**config.mk**
```make
export PLATFORM = sky130hd
export DESIGN_NAME = audio_dsm
export DESIGN_NICKNAME = d
export VERILOG_FILES = /design/src/rtl/audio_dsm_pkg.sv /design/src/rtl/audio_dsm_chan.sv /design/src/rtl/audio_dsm.sv
export SDC_FILE = /design/constraint.sdc
export NUM_CORES = 1
export LEC_CHECK = 0
export BUFFER_PORTS_ARGS = -buffer_cell sky130_fd_sc_hd__buf_2
export CAP_MARGIN = 15
export CORE_UTILIZATION = 60
export CTS_BUF_LIST = sky130_fd_sc_hd__clkbuf_8 sky130_fd_sc_hd__clkbuf_16
export DETAILED_ROUTE_END_ITERATION = 12
export PLACE_DENSITY = 0.78
export SLEW_MARGIN = 20
export SYNTH_ARGS = -nofsm -noshare
export SYNTH_HDL_FRONTEND = slang
export SYNTH_SLANG_ARGS = --single-unit
```
**constraint.sdc**
```tcl
create_clock -name clk_sys -period 5.6 [get_ports clk_sys]
set_input_delay 0.84 -clock clk_sys [delete_from_list [all_inputs] [get_ports clk_sys]]
set_output_delay 0.84 -clock clk_sys [all_outputs]
set_load 0.005 [all_outputs]
```
**src/rtl/audio_dsm_pkg.sv**
```systemverilog
// Shared constants and types for the stereo ramped delta-sigma audio DAC.
// Pure declarations; no logic.
// Provides default widths, midscale value and the per-channel state enum.
package audio_dsm_pkg;

    localparam int IW_DEF      = 10;
    localparam int RAMP_SH_DEF = 4;
    localparam int MIDSCALE    = 1 << (IW_DEF - 1);

    typedef enum logic {
        IDLE = 1'b0,
        RAMP = 1'b1
    } chan_state_e;

    // Midscale for an arbitrary sample width, so non-default IW still parks at centre.
    function automatic int midscale_of(input int iw);
        return 1 << (iw - 1);
    endfunction

endpackage

```
**src/rtl/audio_dsm_chan.sv**
```systemverilog
// One audio channel: linear ramp from cur to a new target, then first-order delta-sigma.
// Latency: dac reflects cur one clock later; a ramp lasts exactly 2^RAMP_SH clocks.
// No backpressure: a strobe always wins and restarts the ramp from the present cur.
module audio_dsm_chan
    import audio_dsm_pkg::*;
#(
    parameter int IW      = IW_DEF,
    parameter int RAMP_SH = RAMP_SH_DEF
) (
    input  logic          clk_sys,
    input  logic          reset,
    input  logic          ce_smp,
    input  logic [IW-1:0] din,
    output logic          dac,
    output logic          ramp_nxt
);

    localparam logic [IW-1:0]      MID      = IW'(midscale_of(IW));
    localparam logic [RAMP_SH-1:0] CNT_LAST = '1;

    chan_state_e             state_q, state_d;
    logic [IW-1:0]           cur_q, cur_d;
    logic [IW-1:0]           tgt_q, tgt_d;
    logic signed [IW:0]      step_q, step_d;
    logic [RAMP_SH-1:0]      cnt_q, cnt_d;
    logic [IW-1:0]           acc_q, acc_d;
    logic                    dac_q, dac_d;

    logic [IW:0]             sum;
    logic signed [IW:0]      diff;
    logic signed [IW:0]      cur_step;

    // Next-state: modulator runs on the pre-update cur; strobe overrides any ramp step or final load.
    always_comb begin
        state_d  = state_q;
        cur_d    = cur_q;
        tgt_d    = tgt_q;
        step_d   = step_q;
        cnt_d    = cnt_q;

        sum      = {1'b0, acc_q} + {1'b0, cur_q};
        acc_d    = sum[IW-1:0];
        dac_d    = sum[IW];

        diff     = $signed({1'b0, din}) - $signed({1'b0, cur_q});
        cur_step = $signed({1'b0, cur_q}) + step_q;

        if (ce_smp) begin
            tgt_d   = din;
            step_d  = diff >>> RAMP_SH;
            cnt_d   = '0;
            state_d = RAMP;
        end else if (state_q == RAMP) begin
            if (cnt_q == CNT_LAST) begin
                // Land exactly on target so truncated steps never leave a residual error.
                cur_d   = tgt_q;
                state_d = IDLE;
            end else begin
                cur_d = cur_step[IW-1:0];
                cnt_d = cnt_q + RAMP_SH'(1);
            end
        end
    end

    // Channel state registers with synchronous reset to a parked midscale output.
    always_ff @(posedge clk_sys) begin
        if (reset) begin
            state_q <= IDLE;
            cur_q   <= MID;
            tgt_q   <= MID;
            step_q  <= '0;
            cnt_q   <= '0;
            acc_q   <= '0;
            dac_q   <= 1'b0;
        end else begin
            state_q <= state_d;
            cur_q   <= cur_d;
            tgt_q   <= tgt_d;
            step_q  <= step_d;
            cnt_q   <= cnt_d;
            acc_q   <= acc_d;
            dac_q   <= dac_d;
        end
    end

    assign dac      = dac_q;
    assign ramp_nxt = (state_d == RAMP) && !reset;

endmodule

```
**src/rtl/audio_dsm.sv**
```systemverilog
// Stereo ramped delta-sigma DAC: mute muxing in front of two independent channels.
// Latency: one clock from cur to dac_l/dac_r; busy is registered alongside channel state.
// No backpressure: every ce_smp is accepted; mute is sampled only on ce_smp.
module audio_dsm
    import audio_dsm_pkg::*;
#(
    parameter int IW      = IW_DEF,
    parameter int RAMP_SH = RAMP_SH_DEF
) (
    input  logic          clk_sys,
    input  logic          reset,
    input  logic          ce_smp,
    input  logic [IW-1:0] laudio,
    input  logic [IW-1:0] raudio,
    input  logic          mute,
    output logic          dac_l,
    output logic          dac_r,
    output logic          busy
);

    localparam logic [IW-1:0] MID = IW'(midscale_of(IW));

    logic [IW-1:0] eff_l, eff_r;
    logic          ramp_l, ramp_r;
    logic          busy_q, busy_d;

    // Muted channels target midscale, which is the silent level for unsigned audio.
    always_comb begin
        eff_l  = mute ? MID : laudio;
        eff_r  = mute ? MID : raudio;
        busy_d = ramp_l | ramp_r;
    end

    audio_dsm_chan #(.IW(IW), .RAMP_SH(RAMP_SH)) u_chan_l (
        .clk_sys  (clk_sys),
        .reset    (reset),
        .ce_smp   (ce_smp),
        .din      (eff_l),
        .dac      (dac_l),
        .ramp_nxt (ramp_l)
    );

    audio_dsm_chan #(.IW(IW), .RAMP_SH(RAMP_SH)) u_chan_r (
        .clk_sys  (clk_sys),
        .reset    (reset),
        .ce_smp   (ce_smp),
        .din      (eff_r),
        .dac      (dac_r),
        .ramp_nxt (ramp_r)
    );

    // Busy flop tracks the OR of both channels' ramp state in the same cycle it takes effect.
    always_ff @(posedge clk_sys) begin
        if (reset) begin
            busy_q <= 1'b0;
        end else begin
            busy_q <= busy_d;
        end
    end

    assign busy = busy_q;

endmodule

```
==> Word-level counts from Yosys, hierarchy flattened <==
Cells that the tools add are included.
{ "totals": {"ff_bits": 87, "word_cells": 47, "in_bits": 24, "out_inout_bits": 3} }
{ "op_classes": {"n_reduce_logical": 8, "n_mux": 10, "add_sub_neg": 8, "bitwise_logic": 4, "eq_ne": 2} }
{ "ops": {"columns": ["cell", "count"], "rows": [
  ["$mux W10", 4],
  ["$add A10 B10 Y11", 2],
  ["$sub A10 B10 Y11", 2],
  ["$add A10 B7 Y10", 2],
  ["$add A4 B1 Y4 const B", 2],
  ["$eq A4 B4 Y1 const B", 2],
  ["$reduce_and A2 Y1", 4],
  ["$mux W1", 6],
  ["$not A1 Y1", 3],
  ["$logic_and A1 B1 Y1", 2],
  ["$reduce_or A2 Y1", 1],
  ["$logic_not A1 Y1", 1],
  ["$or A1 B1 Y1", 1]
]} }

==> Depth between registers and ports, before layout <==
Gate-level depths: netlist (run 1).
{ "logic_depth": {"depth_word": 6, "depth_mapped": 8, "mapped_depth_nobuf": 8} }

==> Hierarchy <==
Synthesis (run 1) repeated with hierarchy kept, for this count alone.
{ "hier_totals": {"cells_unflattened": 643, "area_unflattened_um2": 5484.0} }
{ "modules_own_cells": {"columns": ["mod", "cells_per_inst", "instances", "area_each_um2", "seq_area_each_um2"], "rows": [
  ["audio_dsm_chan (u_chan_l)", 314, 1, 2710.1, 860.8],
  ["audio_dsm_chan (u_chan_r)", 305, 1, 2602.5, 860.8],
  ["audio_dsm", 24, 1, 171.4, 20.0]
]} }

==> Worst setup path before layout (run 1) <==
Ideal clock, no wire load.
{ "synth_timing": {"path_type": "input to register", "startpoint": "in mute", "endpoint": "reg u_chan_l.step_q[0]", "path_stages": 8, "arrival_time_ns": 2.387, "n_path_buf": 1, "t_required_ns": 5.494, "slack_ns": 3.107, "setup_time_ns": 0.106, "cell_sequence": "clkbuf_1 -> nor2b_1 -> ha_1 -> o21ai_0 -> a31oi_1 -> o21a_1 -> or4_1 -> o311ai_0"} }
{ "synth_via": {"elab_chain_len": 2} }
{ "synth_rtl": {"columns": ["item", "line_no", "source"], "rows": [
  ["from (decl)", "audio_dsm.sv:15", "input logic mute,"],
  ["$mux W10", "audio_dsm.sv:29", "eff_l = mute ? MID : laudio;"],
  ["net eff_l[1]", "audio_dsm.sv:23", "logic [IW-1:0] eff_l, eff_r;"],
  ["$sub A10 B10 Y11", "audio_dsm_chan.sv:45", "diff = $signed({1'b0, din}) - $signed({1'b0, cur_q});"],
  ["to (signal assigned)", "audio_dsm_chan.sv:79", "step_q <= step_d;"],
  ["to (decl)", "audio_dsm_chan.sv:24", "logic signed [IW:0] step_q, step_d;"]
]} }
The timed path passes the listed nets, and every way through them passes these cells.
A chain may end at the register's enable or synchronous reset.

==> Worst setup path in the final report (run 1) <==
{ "layout_timing": {"startpoint": "in mute", "endpoint": "reg u_chan_l.step_q[5]"} }
The elaborated chain is that of the path after synthesis.

==> metrics.log, run 1 <==
INFO  metric synth_fa_ha_area_share = 14.6%
INFO  metric cts.sink_count = 87
INFO  metric compound_gate_fraction_of_synth_area = 21.5%
INFO  metric fin_setup_tns = 0 ns
INFO  metric timing.critical_path.from_type = input port
INFO  metric drv.max_cap_violation_count = 0
INFO  metric lkg_pwr = 2.57 nW
INFO  metric synth-edff-count = 0
INFO  metric setup_repair_after_global_routing_missed_its_margin = no
INFO  metric initial_core_util = between 60% and 70%
INFO  metric total_count_of_hold_check_failures_in_the_final_report = 0
INFO  metric numPortBuffers = 26
INFO  metric route.vias.total = between 5000 and 6000
INFO  metric drtPass1Iterations = 5
INFO  metric post_route_cells_drive_above_1_share = ~7.9%
INFO  metric track_usage = between 20 and 30%
INFO  metric stdcell_area = a little over 6000 um2
INFO  metric max_freq = roughly 390 MHz
INFO  metric ys_async_sr_fraction = 0%
INFO  metric ys.warnings.count = 0
INFO  metric worst_slew_pin_tran = 1.01 ns
INFO  metric cts_setup_buffers = 0
INFO  metric nets = just under 800
INFO  metric max-clock-path-buffers = 2
INFO  metric layout_worst_path_cycle_share = between 40% and 50%
INFO  metric multi_input_comb_area = around 3700 um2
INFO  metric root_buffer_cell = sky130_fd_sc_hd__clkbuf_8
INFO  metric post_synth.cell_area_avg = 8.34 um2
INFO  metric setup.worst_path.class = in2reg
INFO  metric postSynthCellCount = a little under 700
INFO  metric avgViaCountPerCell = approximately 6.3
INFO  metric synthSimpleGateAreaFrac = 21.6%
INFO  metric period_minus_slack = around 2.5 ns
INFO  metric synth_largest_type_area_fraction = 30.6%
INFO  metric fillers = 787
INFO  metric antenna_cells_inserted = 0
INFO  metric count_of_hold_buffers_inserted_by_post_cts_repair = 0
INFO  metric syn_nets = 770
INFO  metric h_tree_depth_reported_by_cts = 3
INFO  metric num_rows = 35
INFO  metric tritoncts = built
INFO  metric req_time_crit_path = around 5.9 ns
INFO  metric irDropWorstVdd = 0.147 mV
INFO  metric synth.cell_area = around 5700 um2
INFO  metric synth.yosys.seq_area_share = a little under a third
INFO  metric ios = 27
INFO  metric cp.arrival = about 2.8 ns
INFO  metric critical_path_peak_fanout = 22
INFO  metric run_status = completed
INFO  metric core = 9200 um2
INFO  metric finalCoreUtilization = approximately 66%
INFO  metric synth_top_family_by_area = simple AND/OR/NAND/NOR gates
INFO  metric grt_start_max_net_pins = 52
INFO  metric detail_placement_hpwl = just under 10000 um
INFO  metric finalWirelength = around 14000 um
INFO  metric drc_violations = 0
INFO  metric post_cts.resized_instances = 0
INFO  metric slew_limit_fails = 0
INFO  metric slew_headroom = between 30% and 40%
INFO  metric initialDrtViolationCount = 280
INFO  metric yosys-mux-area-fraction = under 10%
INFO  metric gr-total-overflow = 0
INFO  metric power-per-cell-area = approximately 270 nW/um2
INFO  metric synth.distinct_cells = just under 60
INFO  metric yosys-top-cells-area = sky130_fd_sc_hd__dfxtp_1, sky130_fd_sc_hd__ha_1, sky130_fd_sc_hd__nor2_1
INFO  metric post-synth-top-area-cell = sky130_fd_sc_hd__dfxtp_1
INFO  metric floorplan.die_area = ~9900 um2
INFO  metric finClkSkew = around 0.013 ns
INFO  metric grt_pass1_wl = between 20000 and 25000 um
INFO  metric cts.clk_slew.worst_paths = approximately 0.090 ns
INFO  metric height_of_the_chip = just under 100 um
INFO  metric postPlaceCellArea = around 5800 um2
INFO  metric antenna_found_initial = 0
INFO  metric synth_ff_type = sky130_fd_sc_hd__dfxtp_1
INFO  metric wl_per_cell = between 15 and 20 um
INFO  metric ant_nets_after_route = 0
INFO  metric area_growth = 6.89%
INFO  metric clk-insertion-delay-late = 0.37 ns
INFO  metric final-setup-viol-count = 0
INFO  metric category_of_the_worst_setup_path_capture_point = flip-flop
INFO  metric first_global_vias = 4824
INFO  metric cts_made_buffers = 9
INFO  metric yosys.area_share.xor_xnor = 2.46%
INFO  metric gp_routability_congestion = around 0.93
INFO  metric commonest_cells_after_routing_fill_and_taps_aside = sky130_fd_sc_hd__dfxtp_1, sky130_fd_sc_hd__nor2_1, sky130_fd_sc_hd__ha_1
INFO  metric layout.cells.most_common = sky130_fd_sc_hd__dfxtp_1
INFO  metric synth.ff_latch_count = 87
INFO  metric seq_area = between 1500 and 2000 um2
INFO  metric hold_slack = approximately 0.48 ns
INFO  metric kind_of_path_behind_the_tightest_hold_check = reg2reg
INFO  metric die_width = 99.4 um
[registers in the layout, summed over array words and instances, names as in the netlist]
register	cells
busy	1
u_chan_l.acc_q	10
u_chan_l.cnt_q	4
u_chan_l.cur_q	10
u_chan_l.dac	1
u_chan_l.state_q	1
u_chan_l.step_q	7
u_chan_l.tgt_q	10
u_chan_r.acc_q	10
u_chan_r.cnt_q	4
u_chan_r.cur_q	10
u_chan_r.dac	1
u_chan_r.state_q	1
u_chan_r.step_q	7
u_chan_r.tgt_q	10
[kinds of logic (layout without fill, tap and decap cells)]
family / Yosys count / in the layout
multiplexers: 27 / 27
adder cells (fa/ha/maj): 64 / 64
flip-flops: 87 / 87
XOR/XNOR: 16 / 16
buffers and inverters: 61 / 76
AND/OR/NAND/NOR: 249 / 249
AO/OA/AOI/OAI: 178 / 178
[power by group]
group / internal [mW] / switching, mW
sequential: 0.674 / 0.0417
clock: 0.294 / 0.244
combinational: 0.177 / 0.229
total: 1.15 / 0.514
[final cells by class]
| cell class | count | area share (%) |
|---|---|---|
| tap | 111 | 2.28 |
| clock buffer | 9 | 2.04 |
| timing repair buffer | 27 | 2.26 |
| multi-input combinational | 534 | 60.9 |
| sequential | 87 | 28.6 |
| inverter | 33 | 2.04 |
| clock inverter | 7 | 1.87 |
[final timing paths]
check / cells past startpoint / endpoint / slack, ns / from
min reg2reg: 2 / u_chan_r.step_q[4] / 0.48 / u_chan_r.step_q[4]
min: 2 / u_chan_r.step_q[4] / 0.48 / u_chan_r.step_q[4]
max: 8 / u_chan_l.step_q[5] / 3.06 / mute
max reg2reg: 7 / u_chan_l.cur_q[6] / 3.37 / u_chan_l.cur_q[0]
[stage by stage]
step	cells	power, mW	worst slack [ns]
after detailed placement	792	1.12	2.74
after global placement	792	1.10	2.84
final	808	1.66	3.06
after CTS	808	1.66	3.08
after floorplan	682	1.03	3.11
after global routing	808	1.74	2.84
[metal layers]
metal,global-route usage (%),routed length [um],vias to the layer above
li1,-,-,2503
met1,39.8,6550,2404
met2,45.5,6180,161
met3,5.34,748,23
met4,9.39,229,0
met5,0,0,-
[critical path, stage by stage]
cell and delay (ns):
sky130_fd_sc_hd__buf_2 0.35, sky130_fd_sc_hd__nor2b_1 0.16, sky130_fd_sc_hd__ha_1 0.32, sky130_fd_sc_hd__o21ai_0 0.16, sky130_fd_sc_hd__a31oi_1 0.09, sky130_fd_sc_hd__o211ai_1 0.40
sky130_fd_sc_hd__nand2_1 0.17, sky130_fd_sc_hd__o311ai_0 0.32
[synthesized netlist by cell type, types with 4 or more instances]
cell                       instances
sky130_fd_sc_hd__nand2b_1          9
sky130_fd_sc_hd__buf_1             5
sky130_fd_sc_hd__inv_1            33
sky130_fd_sc_hd__nand4_1           4
sky130_fd_sc_hd__o21ai_0          24
sky130_fd_sc_hd__xnor2_1          10
sky130_fd_sc_hd__o211ai_1         13
sky130_fd_sc_hd__nand3b_1          4
sky130_fd_sc_hd__nand3_1          21
sky130_fd_sc_hd__dfxtp_1          87
sky130_fd_sc_hd__xor2_1            6
sky130_fd_sc_hd__o21bai_1          6
sky130_fd_sc_hd__a21oi_1          50
sky130_fd_sc_hd__clkbuf_1          9
sky130_fd_sc_hd__and3_1            8
sky130_fd_sc_hd__fa_1              4
sky130_fd_sc_hd__or3_1             5
sky130_fd_sc_hd__a211o_1           5
sky130_fd_sc_hd__buf_2            14
sky130_fd_sc_hd__a2111o_1          6
sky130_fd_sc_hd__nor3_1           16
sky130_fd_sc_hd__a21o_1            6
sky130_fd_sc_hd__ha_1             60
sky130_fd_sc_hd__mux2i_1          24
sky130_fd_sc_hd__o31ai_1           5
sky130_fd_sc_hd__or4_1             5
sky130_fd_sc_hd__nand2_1          56
sky130_fd_sc_hd__nor4b_1           4
sky130_fd_sc_hd__a311oi_1          6
sky130_fd_sc_hd__nor2b_1          30
sky130_fd_sc_hd__a31oi_1           8
sky130_fd_sc_hd__a211oi_1          9
sky130_fd_sc_hd__nor2_1           70
sky130_fd_sc_hd__o21a_1            5
sky130_fd_sc_hd__nor3b_1           8
Power figures use the tool's default switching activity.
==> run 2, diff against run 1 <==
--- a/config.mk
+++ b/config.mk
@@ -5,6 +5,7 @@
 export SDC_FILE = /design/constraint.sdc
 export NUM_CORES = 1
 export LEC_CHECK = 0
+export ABC_AREA = 1
 export BUFFER_PORTS_ARGS = -buffer_cell sky130_fd_sc_hd__buf_2
 export CAP_MARGIN = 15
 export CORE_UTILIZATION = 60
==> constraint.sdc (replaced) <==
create_clock -name clk_sys -period 2.5 [get_ports clk_sys]
set_input_delay 0.375 -clock clk_sys [delete_from_list [all_inputs] [get_ports clk_sys]]
set_output_delay 0.375 -clock clk_sys [all_outputs]
set_load 0.005 [all_outputs]
==> run 2 against run 1 <==
  * Via count is 14% higher
  * Clock skew barely moved
  * Clock-buffer cell count grew 1
  * First-iteration DRC count up 14%
  * Worst hold slack worse by 0.19 ns
  * Global-route usage rose by 0.81 points
  * Largest power group unchanged
==> metrics.log, run 2 <==
INFO  metric synth.cell_area = 6000 um2 (+5.6%)
INFO  metric clk-insertion-delay-late = 0.38 ns (about the same)
INFO  metric post_place_cells = 1050 (+33%)
INFO  metric avgViaCountPerCell = 5.43 (-14%)
INFO  metric synth-edff-count = 0 (unchanged)
INFO  metric post-synth-top-area-cell = sky130_fd_sc_hd__dfxtp_1
INFO  metric lkg_pwr = 3.38 nW (+31%)
INFO  metric gp_routability_congestion = 0.905 (-3.0%)
INFO  metric layout_worst_path_cycle_share = just under 80%
INFO  metric cts_made_buffers = 9 (unchanged)
INFO  metric cts.clk_slew.worst_paths = 0.09 ns (about the same)
INFO  metric synth.ff_latch_count = 87 (unchanged)
INFO  metric synth_largest_type_area_fraction = 29.0% (-1.6 points)
INFO  metric post_route_cells_drive_above_1_share = 8.15% (+0.26 points)
INFO  metric antenna_cells_inserted = 0 (unchanged)
INFO  metric worst_slew_pin_tran = 0.934 ns (-0.0725 ns)
INFO  metric critical_path_peak_fanout = 4 (-82%)
INFO  metric track_usage = 29.6% (+0.81 points)
INFO  metric finClkSkew = 0.0129 ns (+0.000245 ns)
INFO  metric max-clock-path-buffers = 2 (unchanged)
INFO  metric slew_headroom = 37.6% (+4.8 points)
INFO  metric slew_limit_fails = 0 (unchanged)
INFO  metric power_frac_comb = 25.0% (+0.6 points)
INFO  metric commonest_cells_after_routing_fill_and_taps_aside = sky130_fd_sc_hd__nand2_1, sky130_fd_sc_hd__inv_1, sky130_fd_sc_hd__a21oi_1
INFO  metric finalWirelength = 14400 um (+4.9%)
INFO  metric max_freq = around 510 MHz
INFO  metric critical_path.startpoint = u_chan_l.cur_q[0]
INFO  metric timing.hold.worst_path_depth = 3 (+1)
INFO  metric cts_setup_buffers = 0 (unchanged)
INFO  metric area_growth = 7.31%
INFO  metric postPlaceCellArea = 6230 um2 (+6.7%)
INFO  metric stdcell_area = 6440 um2 (+6.0%)
INFO  metric fin_cells = 1065 (+32%)
INFO  metric synth.distinct_cells = 39 (-34%)
INFO  metric grt_pass1_wl = 24000 um (+6.1%)
INFO  metric ff2ff_path_depth = 10 (+3)
INFO  metric power.clock.fraction = 30.6% (-1.8 points)
INFO  metric root_buffer_cell = sky130_fd_sc_hd__clkbuf_8
INFO  metric yosys-top-cells-area = sky130_fd_sc_hd__dfxtp_1, sky130_fd_sc_hd__nand2_1, sky130_fd_sc_hd__ha_1
INFO  metric final-setup-viol-count = 0 (unchanged)
INFO  metric tritoncts = built
INFO  metric total_count_of_hold_check_failures_in_the_final_report = 0 (unchanged)
INFO  metric hold_path_startpoint = laudio[3]
INFO  metric height_of_the_chip = 102 um (+2.7%)
INFO  metric core = 9730 um2 (+5.8%)
INFO  metric synth.yosys.seq_area_share = 29.0% (-1.6 points)
INFO  metric ys.warnings.count = 0 (unchanged)
INFO  metric postSynthCellCount = 904 (+33%)
INFO  metric ant_nets_after_route = 0 (unchanged)
INFO  metric h_tree_depth_reported_by_cts = 3 (unchanged)
INFO  metric timing.final.ws_setup = 0.532 ns (-2.53 ns)
INFO  metric kind_of_path_behind_the_tightest_hold_check = in2reg
INFO  metric initial_core_util = 61.7% (-0.13 points)
INFO  metric req_time_crit_path = 2.80 ns (-3.07 ns)
INFO  metric fin_setup_tns = 0 ns (unchanged)
INFO  metric power_frac_seq = 44.4% (+1.3 points)
INFO  metric layout.cells.most_common = sky130_fd_sc_hd__nand2_1
INFO  metric floorplan.die_area = 10400 um2 (+5.4%)
INFO  metric ys_async_sr_fraction = 0% (unchanged)
INFO  metric timing.critical_path.from_type = flip-flop
INFO  metric internal_power = 2.40 mW (+110%)
INFO  metric die_width = 102 um (+2.7%)
INFO  metric place_worst_setup_slack = 0.421 ns (-2.32 ns)
INFO  metric count_of_hold_buffers_inserted_by_post_cts_repair = 0 (unchanged)
INFO  metric nets = 1016 (+30%)
INFO  metric post_synth_most_frequent_cells = sky130_fd_sc_hd__nand2_1, sky130_fd_sc_hd__inv_1, sky130_fd_sc_hd__a21oi_1, sky130_fd_sc_hd__dfxtp_1, sky130_fd_sc_hd__nor2_1
INFO  metric post_cts.resized_instances = 0 (unchanged)
INFO  metric gr-total-overflow = 0 (unchanged)
INFO  metric post_synth.cell_area_avg = 6.64 um2 (-20%)
INFO  metric wl_per_cell = 13.5 um (-20%)
INFO  metric period_minus_slack = 1.97 ns
INFO  metric cts.sink_count = 87 (unchanged)
INFO  metric netSwitchingPower = 1.16 mW (+130%)
INFO  metric num_rows = 36 (+2.9%)
INFO  metric drv.max_cap_violation_count = 0 (unchanged)
INFO  metric antenna_found_initial = 0 (unchanged)
INFO  metric ios = 27 (unchanged)
INFO  metric initialDrtViolationCount = 318 (+14%)
INFO  metric run_status = completed
INFO  metric first_global_vias = 5242 (+8.7%)
INFO  metric syn_nets = 992 (+29%)
INFO  metric drtPass1Iterations = 5 (unchanged)
INFO  metric route.vias.total = 5783 (+14%)
INFO  metric detail_placement_hpwl = 11100 um (+12%)
INFO  metric timing.rr.start = u_chan_l.cur_q[0]
INFO  metric numPortBuffers = 26 (unchanged)
INFO  metric category_of_the_worst_setup_path_capture_point = flip-flop
INFO  metric power-per-cell-area = 551 nW/um2 (+100%)
INFO  metric switching_share = 32.6% (+1.6 points)
INFO  metric setup.reg_to_reg.worst_slack = 0.53 ns (-2.84 ns)
INFO  metric drc_violations = 0 (unchanged)
INFO  metric setup_repair_after_global_routing_missed_its_margin = no
INFO  metric irDropWorstVdd = 0.350 mV (+140%)
INFO  metric grt_start_max_net_pins = 35 (-33%)
INFO  metric setup.worst_path.class = reg2reg
INFO  metric yosysMostFrequentCell = sky130_fd_sc_hd__nand2_1
INFO  metric synth_ff_type = sky130_fd_sc_hd__dfxtp_1
INFO  metric cp.arrival = 2.27 ns (-0.54 ns)
==> run 2: worst paths after layout <==
check | to
max reg2reg | u_chan_l.acc_q[8]
max | u_chan_l.acc_q[8]
min | u_chan_l.tgt_q[3]
min reg2reg | u_chan_l.tgt_q[5]
==> run 2: worst max-delay path: stages (launching register included) <==
cell and delay, ns:
sky130_fd_sc_hd__dfxtp_1 0.46, sky130_fd_sc_hd__ha_1 0.26, sky130_fd_sc_hd__inv_1 0.08, sky130_fd_sc_hd__fa_1 0.41
sky130_fd_sc_hd__inv_1 0.10, sky130_fd_sc_hd__nand3_1 0.07, sky130_fd_sc_hd__nand2_1 0.13, sky130_fd_sc_hd__nand3_1 0.08
sky130_fd_sc_hd__nand2_1 0.08, sky130_fd_sc_hd__o21ai_0 0.07, sky130_fd_sc_hd__a21oi_1 0.15
==> run 2: layout make-up <==
type                       instances  area (um2)
fill                             889        3290
multi-input combinational        657        3630
timing repair buffer              29         153
clock buffer                      10         138
tap                              133         166
sequential                        87        1740
inverter                         144         543
clock inverter                     5        73.8
==> run 2: power groups by stage <==
stage	sequential (mW)	clock [mW]	combinational [mW]
floorplan	1.58	0	0.689
global placement	1.60	0	0.841
detailed placement	1.61	0	0.872
CTS	1.58	1.09	0.879
global route	1.59	1.15	1.02
finish	1.58	1.09	0.887
==> run 2: cells by family after synthesis <==
| group | Yosys count | synth area share [%] |
|---|---|---|
| AOI/OAI and AO/OA | 183 | 16.5 |
| xor gates and xnor gates | 6 | 0.875 |
| and+or+nand+nor | 404 | 29.3 |
| buffers and inverters | 160 | 10.6 |
| DFF | 87 | 29.0 |
| adders and majority gates | 64 | 13.8 |
==> run 2: layer usage <==
| metal | wire length, um | up-vias | track usage, % |
|---|---|---|---|
| met3 | 737 | 18 | 5.06 |
| met4 | 212 | 0 | 9.78 |
| met2 | 6350 | 136 | 46.6 |
| met1 | 7080 | 2647 | 41.1 |
| met5 | 0 | - | 0 |
| li1 | - | 2982 | - |
==> run 2: through the flow <==
step	util, %	hold slack, ns	power, mW
6_report	66.2	0.289	3.55
5_1_grt	66.2	0.281	3.76
4_1_cts	66.2	0.283	3.54
3_5_place_dp	64.1	0.445	2.48
2_1_floorplan	-	0.429	2.26
3_3_place_gp	64.1	0.442	2.45
